### src/rtl/seven_segment_scan_driver.sv
// Scan driver for a multiplexed seven-segment display: double-buffered pattern capture,
// blanked digit slots and frame-boundary commit. Optional dimming via SEVENSEG_SCAN_DIM_EN.
module seven_segment_scan_driver #(
    parameter int DIGITS   = 4,
    parameter int PRESCALE = 50000,
    parameter int BLANK    = 16
) (
    input  logic                  Clk,
    input  logic                  Resetn,
    input  logic                  Load,
    input  logic [7*DIGITS-1:0]   Patterns,
`ifdef SEVENSEG_SCAN_DIM_EN
    input  logic [3:0]            Brightness,
`endif
    output logic                  Ready,
    output logic [6:0]            Segments,
    output logic [DIGITS-1:0]     DigitEn,
    output logic                  FrameStart
);

    localparam int CW = (PRESCALE > 1) ? $clog2(PRESCALE) : 1;
    localparam int IW = (DIGITS > 1) ? $clog2(DIGITS) : 1;
    localparam logic [CW-1:0] CNT_LAST = CW'(PRESCALE - 1);
    localparam logic [IW-1:0] IDX_LAST = IW'(DIGITS - 1);

    logic [CW-1:0]         cnt_q, cnt_d;
    logic [IW-1:0]         idx_q, idx_d;
    logic [7*DIGITS-1:0]   active_q, active_d;
    logic [7*DIGITS-1:0]   shadow_q, shadow_d;
    logic                  pending_q, pending_d;
    logic [6:0]            segments_q, segments_d;
    logic [DIGITS-1:0]     digit_en_q, digit_en_d;
    logic                  frame_start_q, frame_start_d;

    logic                  slot_end;
    logic                  frame_end;
    logic                  accept;
    logic                  commit;
    logic                  in_window;
    logic                  lit;
    logic [6:0]            cur_pattern;
    logic [DIGITS-1:0]     cur_onehot;

    // Load/Ready: a pattern set is taken on any cycle with Load && Ready; Ready stays low
    // until the held set is committed at the end of a frame, so the shadow is never overwritten.
    always_comb begin
        slot_end  = (cnt_q == CNT_LAST);
        frame_end = slot_end && (idx_q == IDX_LAST);
        accept    = Load && !pending_q;
        commit    = frame_end && pending_q;
    end

    always_comb begin
        cnt_d     = slot_end ? '0 : cnt_q + CW'(1);
        idx_d     = idx_q;
        if (slot_end) begin
            idx_d = (idx_q == IDX_LAST) ? '0 : idx_q + IW'(1);
        end
        shadow_d  = accept ? Patterns : shadow_q;
        active_d  = commit ? shadow_q : active_q;
        pending_d = pending_q;
        if (commit) begin
            pending_d = 1'b0;
        end else if (accept) begin
            pending_d = 1'b1;
        end
    end

    always_comb begin
        cur_pattern = '0;
        cur_onehot  = '0;
        for (int k = 0; k < DIGITS; k++) begin
            if (idx_q == IW'(k)) begin
                cur_pattern   = active_q[7*k +: 7];
                cur_onehot[k] = 1'b1;
            end
        end
    end

    generate
        if (BLANK == 0) begin : g_no_blank
            assign in_window = 1'b1;
        end else begin : g_blank
            assign in_window = (cnt_q >= CW'(BLANK));
        end
    endgenerate

`ifdef SEVENSEG_SCAN_DIM_EN
    // Product carries 5 extra bits over the slot span so (span * 16) never overflows.
    localparam int SW = $clog2(PRESCALE + 1);
    localparam int PW = SW + 5;
    localparam logic [PW-1:0] SPAN = PW'(PRESCALE - BLANK);

    logic [PW-1:0] on_prod;
    logic [PW-1:0] on_offset;

    always_comb begin
        on_prod   = SPAN * PW'({1'b0, Brightness} + 5'd1);
        on_offset = PW'(cnt_q) - PW'(BLANK);
        lit       = in_window && (on_offset < (on_prod >> 4));
    end
`else
    assign lit = in_window;
`endif

    always_comb begin
        segments_d    = lit ? cur_pattern : 7'd0;
        digit_en_d    = lit ? cur_onehot : '0;
        frame_start_d = (cnt_q == '0) && (idx_q == '0);
    end

    always_ff @(posedge Clk or negedge Resetn) begin
        if (!Resetn) begin
            cnt_q         <= '0;
            idx_q         <= '0;
            active_q      <= '0;
            shadow_q      <= '0;
            pending_q     <= 1'b0;
            segments_q    <= '0;
            digit_en_q    <= '0;
            frame_start_q <= 1'b0;
        end else begin
            cnt_q         <= cnt_d;
            idx_q         <= idx_d;
            active_q      <= active_d;
            shadow_q      <= shadow_d;
            pending_q     <= pending_d;
            segments_q    <= segments_d;
            digit_en_q    <= digit_en_d;
            frame_start_q <= frame_start_d;
        end
    end

    assign Ready      = ~pending_q;
    assign Segments   = segments_q;
    assign DigitEn    = digit_en_q;
    assign FrameStart = frame_start_q;

endmodule

### config.mk
export PLATFORM = sky130hd
export DESIGN_NAME = seven_segment_scan_driver
export DESIGN_NICKNAME = d
export VERILOG_FILES = /design/src/rtl/seven_segment_scan_driver.sv
export SDC_FILE = /design/constraint.sdc
export NUM_CORES = 1
export LEC_CHECK = 0
export CAP_MARGIN = 30
export CORE_ASPECT_RATIO = 0.6
export CORE_MARGIN = 8
export CORE_UTILIZATION = 52
export CTS_BUF_LIST = sky130_fd_sc_hd__clkbuf_2 sky130_fd_sc_hd__clkbuf_4 sky130_fd_sc_hd__clkbuf_8
export DETAILED_ROUTE_END_ITERATION = 10
export PLACE_DENSITY = 0.79
export SLEW_MARGIN = 20
export SYNTH_ARGS = -nofsm -noshare
export SYNTH_HDL_FRONTEND = slang
export SYNTH_SLANG_ARGS = --single-unit
export TNS_END_PERCENT = 100
### constraint.sdc
create_clock -name Clk -period 1.9 [get_ports Clk]
set_input_delay 0.19 -clock Clk [delete_from_list [all_inputs] [get_ports Clk]]
set_output_delay 0.19 -clock Clk [all_outputs]
set_load 0.02 [all_outputs]
==> run metrics, run 1 <==
status=finished clean; RSZ-0062 raised after global routing=yes; Nets=374; Die H=81.1 um; crit path DAT=2.12 ns; routability cong.=0.866; DR DRC count=0; sequential-to-total area share from yosys stat=0.593; I/O pin cnt=44; DP Worst Slack=0.0641 ns; first-pass GRT wire length=12000 um; area grow syn2layout=23.3%; Site Rows=23; post-synthesis register bit count=87; fin crit share=0.982; final worst-path setup slack=0.0346 ns; Routed Antenna Nets=0; Tightest Hold Check Type=primary input to asynchronous set/reset pin; asr flop ratio synth=1.00; final WL=7010 um; CTS tree=built; antenna violations before repair=0; H-tree depth=3; Final Slew Violations=0; critical path class=flop to flop; synth warn=0; dominant synthesized flop cell=dfrtp_1; Least-Margin Pin Slew=0.496 ns; fin util=0.670; Syn Inst Count=273; Die Area=0.0101 mm^2; Max FO, Critical Path=17; vias in the first global route=2378; core area=0.00676 mm^2; most common cell in the netlist=dfrtp_1; Yosys top cell area share=0.593; total setup buffers inserted after CTS=0; post-synthesis cell area=0.00367 mm^2; hold slack=0.324 ns; CP Launch Type=flop; port bufs=43; overall power=0.00330 W; Die X=124 um; total CTS buffers=9; slew margin rel.=0.670; DR vias=2262; Commonest cells post-synth=dfrtp_1 (87), mux2_2 (47), inv_1 (14); Pleak=2.06 nW; Reg clk slew, reported paths=0.08 ns; CTS Sinks=87; DR iter-0 viols=137; flip-flop and latch area=0.00218 mm^2; CTS Buffer Depth=2; CP required=2.15 ns; Max Freq=0.536 GHz; syn_nets=310; DR pass1 iterations=4; Final Hold Fails=0; Via density=5.27; global-route usage over all layers=0.152; synth top area cells=dfrtp_1 (59%), mux2_2 (14%), mux2_4 (3.7%); skew final=0.00860 ns; Max Cap Viol=0; Finish-stage setup viols=0; clk_lat worst skew=0.37 ns; routed length per instance=16.3 um; fillers=499; Setup TNS=0 ns; Remaining Overflow, GRT=0; CP Capture Type=flop; Tmin final=1.87 ns; CTS root buf=clkbuf_8; pin count of the biggest net entering global routing=39; Initial Util=0.543; DP Wirelength=5180 um; area of the multi-input gates=0.00137 mm^2; PwrDens=728 mW/mm^2; largest vdd supply drop=0.552 mV; Yosys top cell by area=dfrtp_1; antenna diode count=0; Yosys cell types=33; share of layout cells above drive strength 1=0.292; number of synthesized flops with an enable pin=0; Synth Area per Inst=13.4 um^2
## where the power goes
group	total, W	switching [W]	internal (W)
clock network	0.00117	0.000681	0.000487
registers	0.00196	0.0000393	0.00192
logic	0.000169	0.0000592	0.000110
total	0.00330	0.000780	0.00252
## state kept, by name (all words and copies together), names as in the netlist
register,cells
DigitEn,4
FrameStart,1
Segments,7
active_q,28
cnt_q,16
idx_q,2
pending_q,1
shadow_q,28
## layout by cell type (no fill, tap or decap), drive strengths merged, types with 2 or more instances in the layout
cell type / synthesis / final
dfrtp: 87 / 87
mux2: 56 / 56
clkdlybuf4s50: 0 / 42
buf: 6 / 23
inv: 14 / 16
nand2: 13 / 13
nor2: 12 / 12
clkbuf: 7 / 9
a21oi: 8 / 8
a221oi: 7 / 7
a211o: 7 / 7
nor2b: 7 / 7
ha: 6 / 6
nand3: 5 / 5
xnor2: 5 / 5
xor2: 5 / 5
o21ai: 4 / 4
nor3: 4 / 4
clkinv: 0 / 4
nand4: 3 / 3
and4: 3 / 3
and3: 3 / 3
or4: 2 / 2
nand2b: 2 / 2
mux2i: 2 / 2
nor4: 2 / 2
## worst max-delay path, stage by stage (launching register included)
cell	delay [ns]
dfrtp_1	0.43
nor4_4	0.31
and4_4	0.27
and3_4	0.22
buf_12	0.16
mux2_2	0.34
## metal layers
layer | GRT usage | vias up | routed length [um]
met3 | 0.0494 | 16 | 328
met2 | 0.226 | 55 | 3170
li1 | - | 1082 | -
met4 | 0.0872 | 0 | 170
met1 | 0.196 | 1109 | 3340
met5 | 0 | - | 0
## worst paths after layout
path                               from      endpoint  slack [ns]  cells past startpoint
setup reg to reg              cnt_q[11]   active_q[3]        0.03                      5
min in group Clk           Patterns[17]  shadow_q[17]        0.43                      2
hold reg to reg                cnt_q[0]      cnt_q[0]        0.48                      1
hold / removal                   Resetn     cnt_q[11]        0.32                      2
setup / recovery              cnt_q[11]   active_q[3]        0.03                      5
max in group asynchronous        Resetn      cnt_q[3]        1.01                      3
## kinds of logic after synthesis
| logic type | after synthesis | synth area share |
|---|---|---|
| multiplexers | 58 | 0.186 |
| AND/OR/NAND/NOR | 59 | 0.0879 |
| AO/OA/AOI/OAI | 26 | 0.0498 |
| flip-flops | 87 | 0.593 |
| XOR/XNOR | 10 | 0.0239 |
| buffers and inverters | 27 | 0.0385 |
| adder cells (fa/ha/maj) | 6 | 0.0204 |
## metrics by stage
step,instance area [um^2],std cells
final,4530,429
after CTS,4510,429
after detailed placement,4320,412
after global routing,4530,429
after floorplan,3670,273
after global placement,4320,412
## what timing repair did
action                                 in CTS  in global routing
resized for setup                           0                  2
setup endpoints to repair                   0                 19
endpoints found under the hold margin      36                  0
hold buffers                                1                  0
## cell type report
class                   instances  share of cell area
flip-flops and latches         87               0.481
well taps                      87              0.0240
repair buffers                 66               0.141
multi-input cells             159               0.302
clock inverters                 7              0.0124
inverters                      14              0.0116
clock buffers                   9              0.0274
No activity file was read; power rests on OpenSTA's default activity.
==> run 2, diff against run 1 <==
--- a/config.mk
+++ b/config.mk
@@ -11,6 +11,7 @@
 export CORE_UTILIZATION = 52
 export CTS_BUF_LIST = sky130_fd_sc_hd__clkbuf_2 sky130_fd_sc_hd__clkbuf_4 sky130_fd_sc_hd__clkbuf_8
 export DETAILED_ROUTE_END_ITERATION = 10
+export GPL_TIMING_DRIVEN = 0
 export PLACE_DENSITY = 0.79
 export SLEW_MARGIN = 20
 export SYNTH_ARGS = -nofsm -noshare
==> run metrics, run 2 (synthesized netlist as in run 1, its figures left out) <==
Routed Antenna Nets=0; fillers=523; share of layout cells above drive strength 1=0.293; CP Cell Sequence=nor4_2, and4_4, and3_4, buf_12, mux2_2; Finish-stage setup viols=0; DR iter-0 viols=173; H-tree depth=3; vias in the first global route=2405; most frequent cells in the layout=dfrtp_1 (86), mux2_2 (47), clkdlybuf4s50_1 (42), inv_1 (14), nand2_1 (13); first-pass GRT wire length=11900 um; global-route usage over all layers=0.151; skew final=0.00879 ns; CP required=2.14 ns; Pleak=2.06 nW; CP Capture Type=flop; routed length per instance=16.6 um; RSZ-0062 raised after global routing=yes; Die X=124 um; Tightest Hold Check Type=primary input to asynchronous set/reset pin; Placed Cells=404; pin count of the biggest net entering global routing=55; Die Area=0.0101 mm^2; DP Wirelength=5120 um; Nets=370; status=finished clean; reg-to-reg startpoint=cnt_q[4]; delay of the slowest cell on the worst path=0.41 ns; I/O pin cnt=44; Max Freq=0.533 GHz; Initial Util=0.543; CTS Buffer Depth=2; reg2reg end=active_q[6]; Least-Margin Pin Slew=0.446 ns; hold slack=0.333 ns; antenna diode count=0; Remaining Overflow, GRT=0; flop2flop setup slack=0.02 ns; CP Launch Type=flop; CTS Sinks=87; critical path class=flop to flop; Final Cell Area=0.00453 mm^2; final WL=7070 um; Final Slew Violations=0; DR DRC count=0; DR pass1 iterations=4; Max FO, Critical Path=19; Non-Filler Instances=425; Tmin final=1.88 ns; crit path max-delay cell type=dfrtp_1; clk_lat worst skew=0.35 ns; Die H=81.1 um; fin crit share=0.988; CTS tree=built; Max Cap Viol=0; Via density=5.41; total CTS buffers=9; crit path DAT=2.12 ns; fin util=0.670; most common cell after layout, fill and taps aside=dfrtp_1; worst-case reg-to-reg path depth=5; largest vdd supply drop=0.566 mV; slew margin rel.=0.703; DR vias=2301; Final Hold Fails=0; core area=0.00676 mm^2; placed instance area=0.00424 mm^2; biggest regs=active_q x28, shadow_q x28, cnt_q x16; antenna violations before repair=0; routability cong.=0.821; area of the multi-input gates=0.00140 mm^2; PwrDens=753 mW/mm^2; port bufs=43; flip-flop and latch area=0.00218 mm^2; CTS root buf=clkbuf_8; Site Rows=23; area grow syn2layout=23.4%; Reg clk slew, reported paths=0.08 ns
-- run 2: worst max-delay path by stage --
stage | from | to | slack [ns] | depth (start not counted)
6_report | cnt_q[4] | active_q[6] | 0.02 | 5
5_1_grt | cnt_q[4] | active_q[6] | -0.02 | 5
4_1_cts | idx_q[0] | Segments[3] | 0.007 | 7
3_5_place_dp | Load | shadow_q[3] | -0.32 | 5
3_3_place_gp | Resetn | shadow_q[23] | -2.34 | 1
2_1_floorplan | cnt_q[0] | active_q[18] | 0.03 | 7
-- run 2: area by class of cell --
| type | instances | share of cell area |
|---|---|---|
| multi-input cells | 159 | 0.309 |
| flip-flops and latches | 87 | 0.481 |
| clock buffers | 13 | 0.0353 |
| clock inverters | 3 | 0.00939 |
| repair buffers | 52 | 0.114 |
| plain buffers | 10 | 0.0152 |
| inverters | 14 | 0.0116 |
| well taps | 87 | 0.0240 |
-- run 2: timing repair --
action,in CTS,in global routing
setup buffers,6,1
endpoints found under the setup margin,40,25
hold buffers,1,0
pin swaps,3,1
hold endpoints to repair,33,0
cloned,0,0
gates resized for setup,5,11
-- run 2: per-layer routing --
| layer | share of wire | global-route usage | up-vias |
|---|---|---|---|
| li1 | - | - | 1079 |
| met2 | 0.47 | 0.237 | 51 |
| met4 | 0.012 | 0.0502 | 0 |
| met1 | 0.47 | 0.187 | 1160 |
| met5 | 0 | 0 | - |
| met3 | 0.053 | 0.0617 | 11 |
-- run 2: worst max-delay path, delay by kind of cell (launching register included) --
kind                   cells  cell delay, ns
flip-flops                 1            0.41
AND/OR/NAND/NOR            3            0.82
multiplexers               1            0.36
buffers and inverters      1            0.18
-- run 2: power by group --
part | internal [W] | switching [W]
registers | 0.00192 | 0.0000394
logic | 0.000110 | 0.0000580
clock network | 0.000686 | 0.000598
-- run 2: per-stage QoR --
step	setup TNS (ns)	power [W]	worst slack (ns)
after CTS	0	0.00345	0.00735
after floorplan	0	0.00204	0.0251
after detailed placement	-8.34	0.00217	-0.316
final	0	0.00341	0.0232
after global routing	-0.120	0.00355	-0.0220
after global placement	-209.69	0.00215	-2.34
